==> config.mk <==
export PLATFORM = sky130hd
export DESIGN_NAME = float_div_rcp_mul_e8_m23_pipe
export DESIGN_NICKNAME = d
export VERILOG_FILES = /design/src/rtl/float_div_pkg.sv /design/src/rtl/float_div_rnd_e8_m23.sv /design/src/rtl/float_div_rcp_mul_e8_m23_pipe.sv
export SDC_FILE = /design/constraint.sdc
export NUM_CORES = 2
export LEC_CHECK = 0
export CORE_MARGIN = 5
export CORE_UTILIZATION = 50
export CTS_CLUSTER_DIAMETER = 200
export DETAILED_ROUTE_END_ITERATION = 10
export GPL_TIMING_DRIVEN = 0
export PLACE_DENSITY = 0.68
export SETUP_SLACK_MARGIN = 0.02
export SLEW_MARGIN = 10
export SYNTH_ARGS = -nofsm -noshare
export SYNTH_HDL_FRONTEND = slang
export SYNTH_SLANG_ARGS = --single-unit
==> constraint.sdc <==
create_clock -name aclk -period 18.8 [get_ports aclk]
set_input_delay 4.7 -clock aclk [delete_from_list [all_inputs] [get_ports aclk]]
set_output_delay 4.7 -clock aclk [all_outputs]
set_load 0.005 [all_outputs]
==> src/rtl/float_div_pkg.sv <==
// Shared constants, operand classes and classifier helpers for the E8/M23
// reciprocal-multiply quotient stage.
package float_div_pkg;

    // Field widths
    localparam int E_W  = 8;
    localparam int M_W  = 23;
    localparam int XW   = 37;
    localparam int XE_W = 9;
    localparam int XM_W = 27;
    localparam int P_W  = 51;
    localparam int ES_W = 11;

    // Pipeline depth in enabled cycles
    localparam int LAT = 3;

    // Reciprocal word layout
    localparam int X_SIGN_BIT = 36;
    localparam int X_EXP_MSB  = 35;
    localparam int X_EXP_LSB  = 27;
    localparam int X_MAN_MSB  = 26;
    localparam int X_MAN_LSB  = 0;

    localparam logic [XE_W-1:0] X_EXP_SPECIAL = 9'h1FF;
    localparam logic [E_W-1:0]  B_EXP_SPECIAL = 8'hFF;
    localparam logic signed [ES_W-1:0] EXP_BIAS = 11'sd127;
    localparam logic [31:0]     QNAN          = 32'h7FC00000;

    // Flag bit positions within {invalid, div_by_zero, overflow, underflow, inexact}
    localparam int FLG_NV = 4;
    localparam int FLG_DZ = 3;
    localparam int FLG_OF = 2;
    localparam int FLG_UF = 1;
    localparam int FLG_NX = 0;

    typedef enum logic [1:0] {
        CLS_ZERO   = 2'd0,
        CLS_FINITE = 2'd1,
        CLS_INF    = 2'd2,
        CLS_NAN    = 2'd3
    } cls_e;

    // Dividend class; a zero exponent flushes subnormals to zero
    function automatic cls_e classify_b(input logic [E_W-1:0] exp_v, input logic [M_W-1:0] man_v);
        cls_e c;
        if (exp_v == 8'd0) begin
            c = CLS_ZERO;
        end else if (exp_v == B_EXP_SPECIAL) begin
            if (man_v == 23'd0) begin
                c = CLS_INF;
            end else begin
                c = CLS_NAN;
            end
        end else begin
            c = CLS_FINITE;
        end
        return c;
    endfunction

    // Reciprocal class; zero means a was infinite, infinite means a was zero
    function automatic cls_e classify_x(input logic [XE_W-1:0] exp_v, input logic [XM_W-1:0] man_v);
        cls_e c;
        if (exp_v == 9'd0) begin
            c = CLS_ZERO;
        end else if (exp_v == X_EXP_SPECIAL) begin
            if (man_v == 27'd0) begin
                c = CLS_INF;
            end else begin
                c = CLS_NAN;
            end
        end else begin
            c = CLS_FINITE;
        end
        return c;
    endfunction

endpackage

==> src/rtl/float_div_rnd_e8_m23.sv <==
// Combinational normalize, round-to-nearest-even and range check for the
// 24x27-bit product of dividend and reciprocal mantissas.
module float_div_rnd_e8_m23
    import float_div_pkg::*;
(
    input  logic [P_W-1:0]         p,
    input  logic signed [ES_W-1:0] esum,
    input  logic                   sign,
    output logic [31:0]            q,
    output logic [4:0]             flags
);

    logic [M_W-1:0]         m_s;
    logic                   g_s;
    logic                   s_s;
    logic                   up_s;
    logic [M_W:0]           m_sum_s;
    logic signed [ES_W-1:0] e_norm_s;
    logic signed [ES_W-1:0] e_fin_s;

    // Pick the mantissa window from the product's leading bit (product lies in [1,4))
    always_comb begin
        m_s      = p[48:26];
        g_s      = p[25];
        s_s      = |p[24:0];
        e_norm_s = esum;
        if (p[50]) begin
            m_s      = p[49:27];
            g_s      = p[26];
            s_s      = |p[25:0];
            e_norm_s = esum + 11'sd1;
        end else begin
            m_s      = p[48:26];
            g_s      = p[25];
            s_s      = |p[24:0];
            e_norm_s = esum;
        end
    end

    // Round to nearest even; a mantissa carry-out bumps the exponent and leaves a zero fraction
    always_comb begin
        up_s    = g_s & (s_s | m_s[0]);
        m_sum_s = {1'b0, m_s} + {23'd0, up_s};
        e_fin_s = e_norm_s;
        if (m_sum_s[M_W]) begin
            e_fin_s = e_norm_s + 11'sd1;
        end else begin
            e_fin_s = e_norm_s;
        end
    end

    // Saturate to infinity or flush to zero outside the normal exponent range
    always_comb begin
        q     = 32'd0;
        flags = 5'd0;
        if (e_fin_s >= 11'sd255) begin
            q             = {sign, B_EXP_SPECIAL, 23'd0};
            flags[FLG_OF] = 1'b1;
            flags[FLG_NX] = 1'b1;
        end else if (e_fin_s <= 11'sd0) begin
            q             = {sign, 31'd0};
            flags[FLG_UF] = 1'b1;
            flags[FLG_NX] = 1'b1;
        end else begin
            q             = {sign, e_fin_s[E_W-1:0], m_sum_s[M_W-1:0]};
            flags[FLG_NX] = g_s | s_s;
        end
    end

endmodule

==> src/rtl/float_div_rcp_mul_e8_m23_pipe.sv <==
// Three-stage stallable pipeline producing q = b * x, where x is the 37-bit
// reciprocal word of the divisor. Subnormals are flushed to zero.
module float_div_rcp_mul_e8_m23_pipe
    import float_div_pkg::*;
(
    input  logic            aclk,
    input  logic            arst_n,
    input  logic            astall,
    input  logic            in_vld,
    input  logic            b_sign,
    input  logic [E_W-1:0]  b_exp,
    input  logic [M_W-1:0]  b_man,
    input  logic [XW-1:0]   x,
    output logic            out_vld,
    output logic [31:0]     q,
    output logic [4:0]      q_flags
);

    logic                   en_s;
    logic [LAT-1:0]         vld_r;

    logic                   s1_sign_r;
    logic [E_W-1:0]         s1_b_exp_r;
    logic [M_W-1:0]         s1_b_man_r;
    logic [XE_W-1:0]        s1_x_exp_r;
    logic [XM_W-1:0]        s1_x_man_r;

    cls_e                   b_cls_s;
    cls_e                   x_cls_s;
    logic                   spec_s;
    logic [31:0]            spec_q_s;
    logic [4:0]             spec_flags_s;
    logic [P_W-1:0]         p_s;
    logic signed [ES_W-1:0] esum_s;

    logic                   s2_sign_r;
    logic                   s2_spec_r;
    logic [31:0]            s2_spec_q_r;
    logic [4:0]             s2_spec_flags_r;
    logic [P_W-1:0]         s2_p_r;
    logic signed [ES_W-1:0] s2_esum_r;

    logic [31:0]            rnd_q_s;
    logic [4:0]             rnd_flags_s;

    assign en_s    = ~astall;
    assign out_vld = vld_r[LAT-1];

    // Valid chain: one bit per stage, shifted only on enabled edges
    always_ff @(posedge aclk) begin
        if (!arst_n) begin
            vld_r <= {LAT{1'b0}};
        end else if (en_s) begin
            vld_r <= {vld_r[LAT-2:0], in_vld};
        end
    end

    // Stage 1: capture operands and the quotient sign
    always_ff @(posedge aclk) begin
        if (!arst_n) begin
            s1_sign_r  <= 1'b0;
            s1_b_exp_r <= 8'd0;
            s1_b_man_r <= 23'd0;
            s1_x_exp_r <= 9'd0;
            s1_x_man_r <= 27'd0;
        end else if (en_s) begin
            s1_sign_r  <= b_sign ^ x[X_SIGN_BIT];
            s1_b_exp_r <= b_exp;
            s1_b_man_r <= b_man;
            s1_x_exp_r <= x[X_EXP_MSB:X_EXP_LSB];
            s1_x_man_r <= x[X_MAN_MSB:X_MAN_LSB];
        end
    end

    // Classify operands and resolve special results in priority order
    always_comb begin
        b_cls_s      = classify_b(s1_b_exp_r, s1_b_man_r);
        x_cls_s      = classify_x(s1_x_exp_r, s1_x_man_r);
        spec_s       = 1'b0;
        spec_q_s     = 32'd0;
        spec_flags_s = 5'd0;
        if ((b_cls_s == CLS_NAN) || (x_cls_s == CLS_NAN) ||
            ((b_cls_s == CLS_INF) && (x_cls_s == CLS_ZERO)) ||
            ((b_cls_s == CLS_ZERO) && (x_cls_s == CLS_INF))) begin
            spec_s               = 1'b1;
            spec_q_s             = QNAN;
            spec_flags_s[FLG_NV] = 1'b1;
        end else if ((x_cls_s == CLS_INF) && (b_cls_s == CLS_FINITE)) begin
            spec_s               = 1'b1;
            spec_q_s             = {s1_sign_r, B_EXP_SPECIAL, 23'd0};
            spec_flags_s[FLG_DZ] = 1'b1;
        end else if (b_cls_s == CLS_INF) begin
            spec_s   = 1'b1;
            spec_q_s = {s1_sign_r, B_EXP_SPECIAL, 23'd0};
        end else if ((b_cls_s == CLS_ZERO) || (x_cls_s == CLS_ZERO)) begin
            spec_s   = 1'b1;
            spec_q_s = {s1_sign_r, 31'd0};
        end else begin
            spec_s       = 1'b0;
            spec_q_s     = 32'd0;
            spec_flags_s = 5'd0;
        end
    end

    // Mantissa product (1.23 x 1.26 -> 2.49) and unbiased exponent sum
    always_comb begin
        p_s    = {27'd0, 1'b1, s1_b_man_r} * {24'd0, s1_x_man_r};
        esum_s = $signed({3'b000, s1_b_exp_r}) + $signed({2'b00, s1_x_exp_r}) - EXP_BIAS;
    end

    // Stage 2: register product, exponent sum and any special-case result
    always_ff @(posedge aclk) begin
        if (!arst_n) begin
            s2_sign_r       <= 1'b0;
            s2_spec_r       <= 1'b0;
            s2_spec_q_r     <= 32'd0;
            s2_spec_flags_r <= 5'd0;
            s2_p_r          <= {P_W{1'b0}};
            s2_esum_r       <= 11'sd0;
        end else if (en_s) begin
            s2_sign_r       <= s1_sign_r;
            s2_spec_r       <= spec_s;
            s2_spec_q_r     <= spec_q_s;
            s2_spec_flags_r <= spec_flags_s;
            s2_p_r          <= p_s;
            s2_esum_r       <= esum_s;
        end
    end

    float_div_rnd_e8_m23 u_rnd (
        .p     (s2_p_r),
        .esum  (s2_esum_r),
        .sign  (s2_sign_r),
        .q     (rnd_q_s),
        .flags (rnd_flags_s)
    );

    // Stage 3: registered result, special cases bypass the rounder
    always_ff @(posedge aclk) begin
        if (!arst_n) begin
            q       <= 32'd0;
            q_flags <= 5'd0;
        end else if (en_s) begin
            if (s2_spec_r) begin
                q       <= s2_spec_q_r;
                q_flags <= s2_spec_flags_r;
            end else begin
                q       <= rnd_q_s;
                q_flags <= rnd_flags_s;
            end
        end
    end

endmodule
Yosys cells after proc, flatten, opt, wreduce, memory -nomap -nowiden
Cells that the tools add are included.
{"block": "word_totals", "ff_bits": 209, "latch_bits": 0, "ram_bits": 0, "romBits": 0, "in_bits": 73, "output_inout_bits": 38, "wordCells": 79, "n_memories": 0}
{"block": "classes", "addsub": 5, "n_mul": 1, "div": 0, "n_lt_le_gt_ge": 2, "eq_ne": 7, "n_shift": 0, "n_mux": 31, "bitwise_logic": 4, "n_reduce_logical": 15}
{"cell": "32-bit 2-to-1 mux", "n": 5}
{"cell": "31-bit 2-to-1 mux", "n": 2}
{"cell": "24-bit by 27-bit multiplier with 51-bit output", "n": 1}
{"cell": "27-bit logical NOT", "n": 1}
{"cell": "26-bit OR reduction", "n": 1}
{"cell": "25-bit OR reduction", "n": 1}
{"cell": "23-bit by 1-bit adder with 24-bit output", "n": 1}
{"cell": "23-bit logical NOT", "n": 1}
{"cell": "23-bit 2-to-1 mux", "n": 1}
{"cell": "11-bit by 2-bit adder with 11-bit output, second input constant", "n": 2}
{"cell": "11-bit 2-to-1 mux", "n": 2}
{"cell": "1-bit 2-to-1 mux", "n": 15}
{"cell": "11-bit by 9-bit greater-or-equal comparator with 1-bit output, second input constant", "n": 1}
{"cell": "11-bit by 1-bit <= comparator with 1-bit output, second input constant", "n": 1}
{"cell": "10-bit by 7-bit subtractor with 11-bit output, second input constant", "n": 1}
{"cell": "8-bit by 9-bit adder with 10-bit output", "n": 1}
{"cell": "9-bit equality test, second input constant", "n": 1}
{"cell": "9-bit logical NOT", "n": 1}
{"cell": "2-bit equality test, second input constant", "n": 4}
{"cell": "8-bit equality test, second input constant", "n": 1}
{"cell": "8-bit logical NOT", "n": 1}
{"cell": "2-bit 2-to-1 mux", "n": 4}
{"cell": "5-bit 2-to-1 mux", "n": 1}
{"cell": "2-bit logical NOT", "n": 2}
{"cell": "7 further kinds", "n": 13}

Longest topological paths before layout
{"block": "logic_depth", "word_depth": 10, "mapped_depth": 28}

By module
A second synthesis with hierarchy kept.
{"block": "hier_totals", "cells_unflattened": 3505, "hier_area_um2": 30639.4}
{"mod": "float_div_rcp_mul_e8_m23_pipe", "instances": 1, "cells_each": 3160, "area_per_inst_um2": 28347.2, "seq_area_each_um2": 3523.4}
{"mod": "float_div_rnd_e8_m23", "instances": 1, "cells_each": 345, "area_per_inst_um2": 2292.2, "seq_area_each_um2": 0.0}

Least setup slack after synthesis
Ideal clock, no wire load.
{"block": "synth_path", "path_type": "reg-to-reg", "start": "register s1_b_man_r[3]", "end": "register s2_p_r[46]", "arrival_time_ns": 7.273, "required_ns": 18.685, "slack_ns": 11.412, "path_stages_with_launch": 28, "n_path_buf": 3, "synth_period_minus_slack_ns": 7.388, "cell_sequence": "dfxtp_1 -> clkbuf_1 -> buf_1 -> nand2_1 -> fa_1 -> inv_1 -> fa_1 -> inv_1 -> fa_1 -> fa_1 -> inv_1 -> fa_1 -> fa_1 -> inv_1 -> fa_1 -> inv_1 -> ha_1 -> clkbuf_1 -> a2111oi_0 -> o21ai_0 -> a221oi_1 -> o22ai_1 -> o41ai_1 -> o211ai_1 -> a21oi_1 -> xor2_1 -> o21ai_0 -> and2_1"}
{"block": "synth_via", "elab_chain_len": 1}
{"item": "start, declared", "line": "float_div_rcp_mul_e8_m23_pipe.sv:24", "source": "logic [M_W-1:0] s1_b_man_r;"}
{"item": "start signal, assigned", "line": "float_div_rcp_mul_e8_m23_pipe.sv:69", "source": "s1_b_man_r <= b_man;"}
{"item": "24-bit by 27-bit multiplier with 51-bit output", "line": "float_div_rcp_mul_e8_m23_pipe.sv:107", "source": "p_s = {27'd0, 1'b1, s1_b_man_r} * {24'd0, s1_x_man_r};"}
{"item": "end signal, assigned", "line": "float_div_rcp_mul_e8_m23_pipe.sv:118", "source": "s2_p_r <= {P_W{1'b0}};"}
{"item": "end signal, assigned", "line": "float_div_rcp_mul_e8_m23_pipe.sv:125", "source": "s2_p_r <= p_s;"}
{"item": "end, declared", "line": "float_div_rcp_mul_e8_m23_pipe.sv:40", "source": "logic [P_W-1:0] s2_p_r;"}
No other way between the ends.
A chain may end at the register's enable or synchronous reset.

Worst setup path in the final report
{"block": "layout_path", "start": "register s1_b_man_r[2]", "end": "register s2_p_r[50]"}
Same word-level chain as after synthesis.

==> results.py <==
metrics = {
    "timing": {
        "maxSlewHeadroom_pct": 16.4,
        "rsz0062_at_grt": "false",
        "whs_ns": 0.468,
        "setup_violations": 0,
        "hold_viol": 0,
        "final-max-slew-violation-count": 0,
        "final.setup.tns_ns": 0,
        "worst_pin_slew_ns": 1.25,
        "clock.fmax_mhz": 104,
        "fin_skew_ns": 0.0183,
        "period_minus_slack_ns": 9.58,
        "period_share_pct": 50.9,
    },
    "cts": {
        "clock_sinks": 176,
        "post_cts_buffers": 0,
        "clk_pin_slew_ns": 0.07,
        "clk_latency_ns": 0.47,
        "ctsHtreeMaxLevel": 4,
        "cts_buffer_depth": 2,
        "cts_buffers": 17,
        "root_buffer": "clkbuf_16",
        "cts_tree": "done",
        "cts_hold_buf": 0,
        "cts.repair.resized": 0,
    },
    "floorplan": {
        "die_y_um": 255,
        "die_x_um": 255,
        "ioPinCount": 111,
        "start_util_pct": 50.6,
        "die_area_um2": 65000,
        "fp-row-count": 89,
        "core_um2": 59200,
    },
    "power_and_ir_drop": {
        "switching_share_pct": 45.2,
        "ir_drop_v": 0.0000759,
        "p_leak_nw": 15.7,
        "clkPwrFrac_pct": 21.6,
        "p_switching_w": 0.000770,
        "p_per_area_nw_per_um2": 52.2,
        "p_seq_share_pct": 26.7,
        "pwr-share-comb_pct": 51.6,
        "p_int_w": 0.000934,
    },
    "logic_synthesis": {
        "synth_area_leader_cell": "fa_1",
        "syn_nets": 4230,
        "ys_seq_area_share_pct": 11.8,
        "ys_async_sr_fraction_pct": 0,
        "ys_types": 81,
        "ys_ff_latch": 176,
        "synth_area_leaders": "fa_1, dfxtp_1, inv_1",
        "syn-cell-area_um2": 30000,
        "synth_top_area_share_pct": 36.7,
        "synthFlopType": "dfxtp_1",
        "avgSynthCellArea_um2": 8.79,
        "syn_inst": 3410,
        "synth-warning-count": 0,
        "synth_edf_count": 0,
    },
    "status": {
        "status": "completed",
    },
    "global_routing": {
        "grt_pass1_wl_um": 143000,
        "grt_max_degree": 19,
        "grtUsageTotal_pct": 29.0,
        "antenna_found_initial": 6,
        "grt_pass1_vias": 24400,
        "grt_overflow_total": 0,
    },
    "worst_setup_path": {
        "crit_arrival_ns": 9.92,
        "cp-start-kind": "flip-flop",
        "critPathMaxFanout": 10,
        "worst-endpoint-required_ns": 19.15,
        "crit_type": "reg2reg",
        "reg2regPathDepth": 26,
        "cp-end-kind": "flip-flop",
    },
    "placed_design": {
        "postPlaceCellArea_um2": 32000,
        "dp_cells": 4292,
        "place.gp.congestion": 0.967,
        "hpwl_um": 76100,
        "port_buffers": 109,
    },
    "detailed_routing": {
        "drtIter0Drc": 2052,
        "wirelength_um": 92500,
        "num_vias": 24000,
        "avgRoutedWirePerCell_um": 21.4,
        "via_per_inst": 5.55,
        "dr.pass1.iters": 5,
        "route.detailed.drc": 0,
        "ant_nets": 0,
    },
    "finish": {
        "diodes": 0,
        "nets": 4358,
        "design_area_um2": 32600,
        "utilization_pct": 55.1,
        "layout-drive-gt1-share_pct": 1.72,
        "syn_to_final_growth_pct": 8.85,
        "layout_commonest_cell": "inv_1",
        "final_cell_mix": "inv_1, fa_1, nand2_1, and2_1, ha_1",
        "layoutNonFillerInstCount": 4324,
    },
    "job": {
        "drv_cap": 0,
    },
    "hold_path": {
        "holdPathStages": 2,
        "worstHoldPathType": "reg2reg",
    },
}
-- logic make-up (layout without fill, tap and decap cells) --
logic type / Yosys count / count (layout) / synth area share, %
AOI/OAI and AO/OA: 343 / 343 / 7.78
xor gates and xnor gates: 82 / 82 / 2.42
adders and majority gates: 747 / 747 / 44.9
buffers and inverters: 877 / 1018 / 11.1
DFF: 176 / 176 / 11.8
muxes: 96 / 96 / 3.23
and+or+nand+nor: 1089 / 1089 / 18.8
-- synthesized netlist by cell type, drive strengths merged (14+ instances only) --
| library cell | instances |
|---|---|
| a211oi | 16 |
| a21o | 42 |
| a21oi | 65 |
| a22o | 15 |
| a31oi | 14 |
| and2 | 359 |
| and3 | 22 |
| buf | 23 |
| clkbuf | 176 |
| dfxtp | 176 |
| fa | 549 |
| ha | 198 |
| inv | 677 |
| mux2i | 91 |
| nand2 | 440 |
| nand3 | 33 |
| nand4 | 20 |
| nor2 | 47 |
| nor2b | 90 |
| nor3 | 23 |
| nor4 | 23 |
| o21ai | 83 |
| xnor2 | 46 |
| xor2 | 36 |
-- power by group through the flow --
stage / Sequential (W) / Combinational [W] / Clock, W
CTS: 0.000453 / 0.000876 / 0.000373
global route: 0.000459 / 0.000974 / 0.000388
detailed placement: 0.000462 / 0.000869 / 0
floorplan: 0.000443 / 0.000585 / 0
global placement: 0.000462 / 0.000859 / 0
finish: 0.000456 / 0.000879 / 0.000369
-- path summary, 6_finish.rpt --
path / startpoint / slack, ns / end
setup reg to reg: s1_b_man_r[2] / 9.22 / s2_p_r[50]
hold / removal: q_flags[1] / 0.47 / q_flags[1]
setup / recovery: s1_b_man_r[2] / 9.22 / s2_p_r[50]
hold reg to reg: q_flags[1] / 0.47 / q_flags[1]
-- layout make-up --
| type | instances | area, um2 |
|---|---|---|
| clock inverter | 14 | 168 |
| fill | 5633 | 26600 |
| buffer | 199 | 782 |
| inverter | 678 | 2540 |
| timing repair buffer | 109 | 1090 |
| multi-input combinational | 2357 | 23100 |
| clock buffer | 18 | 429 |
| sequential | 176 | 3520 |
| tap | 773 | 967 |
-- registers in the layout (all words and copies together), names as in the netlist, 3 cells and up --
register	count
q_flags	5
s2_spec_q_r	3
s1_x_exp_r	9
s2_p_r	51
s2_esum_r	11
s1_b_man_r	23
s1_b_exp_r	8
s1_x_man_r	27
vld_r	3
q	32
-- worst max-delay path: stages, from the launching register on --
cell       delay, ns
dfxtp_1         0.33
clkbuf_1        0.70
clkbuf_1        0.69
and2_1          0.24
fa_1            0.44
fa_1            0.60
inv_1           0.08
fa_1            0.47
fa_1            0.55
inv_1           0.06
fa_1            0.46
fa_1            0.51
inv_1           0.05
fa_1            0.51
inv_1           0.05
ha_1            0.26
clkbuf_1        0.21
a2111oi_0       0.37
o21ai_0         0.16
a221oi_1        0.37
o22ai_1         0.19
o41ai_1         0.92
o211ai_1        0.30
a21oi_1         0.37
o31ai_1         0.14
xnor2_1         0.30
o21ai_1         0.09
-- per-layer routing --
metal	wire length, um	vias up	global-route usage, %
met5	0	-	0
met4	3810	0	10.5
met3	9200	204	7.28
met2	41900	1010	45.6
met1	37600	12100	39.3
li1	-	10700	-
-- metrics by stage --
stage                     power [W]  setup WS (ns)
after CTS                   0.00170           9.42
final                       0.00170           9.22
after global placement      0.00132           9.45
after detailed placement    0.00133           9.45
after floorplan             0.00103          11.41
after global routing        0.00182           8.95
Note: power is estimated with default switching activity, not from simulation.
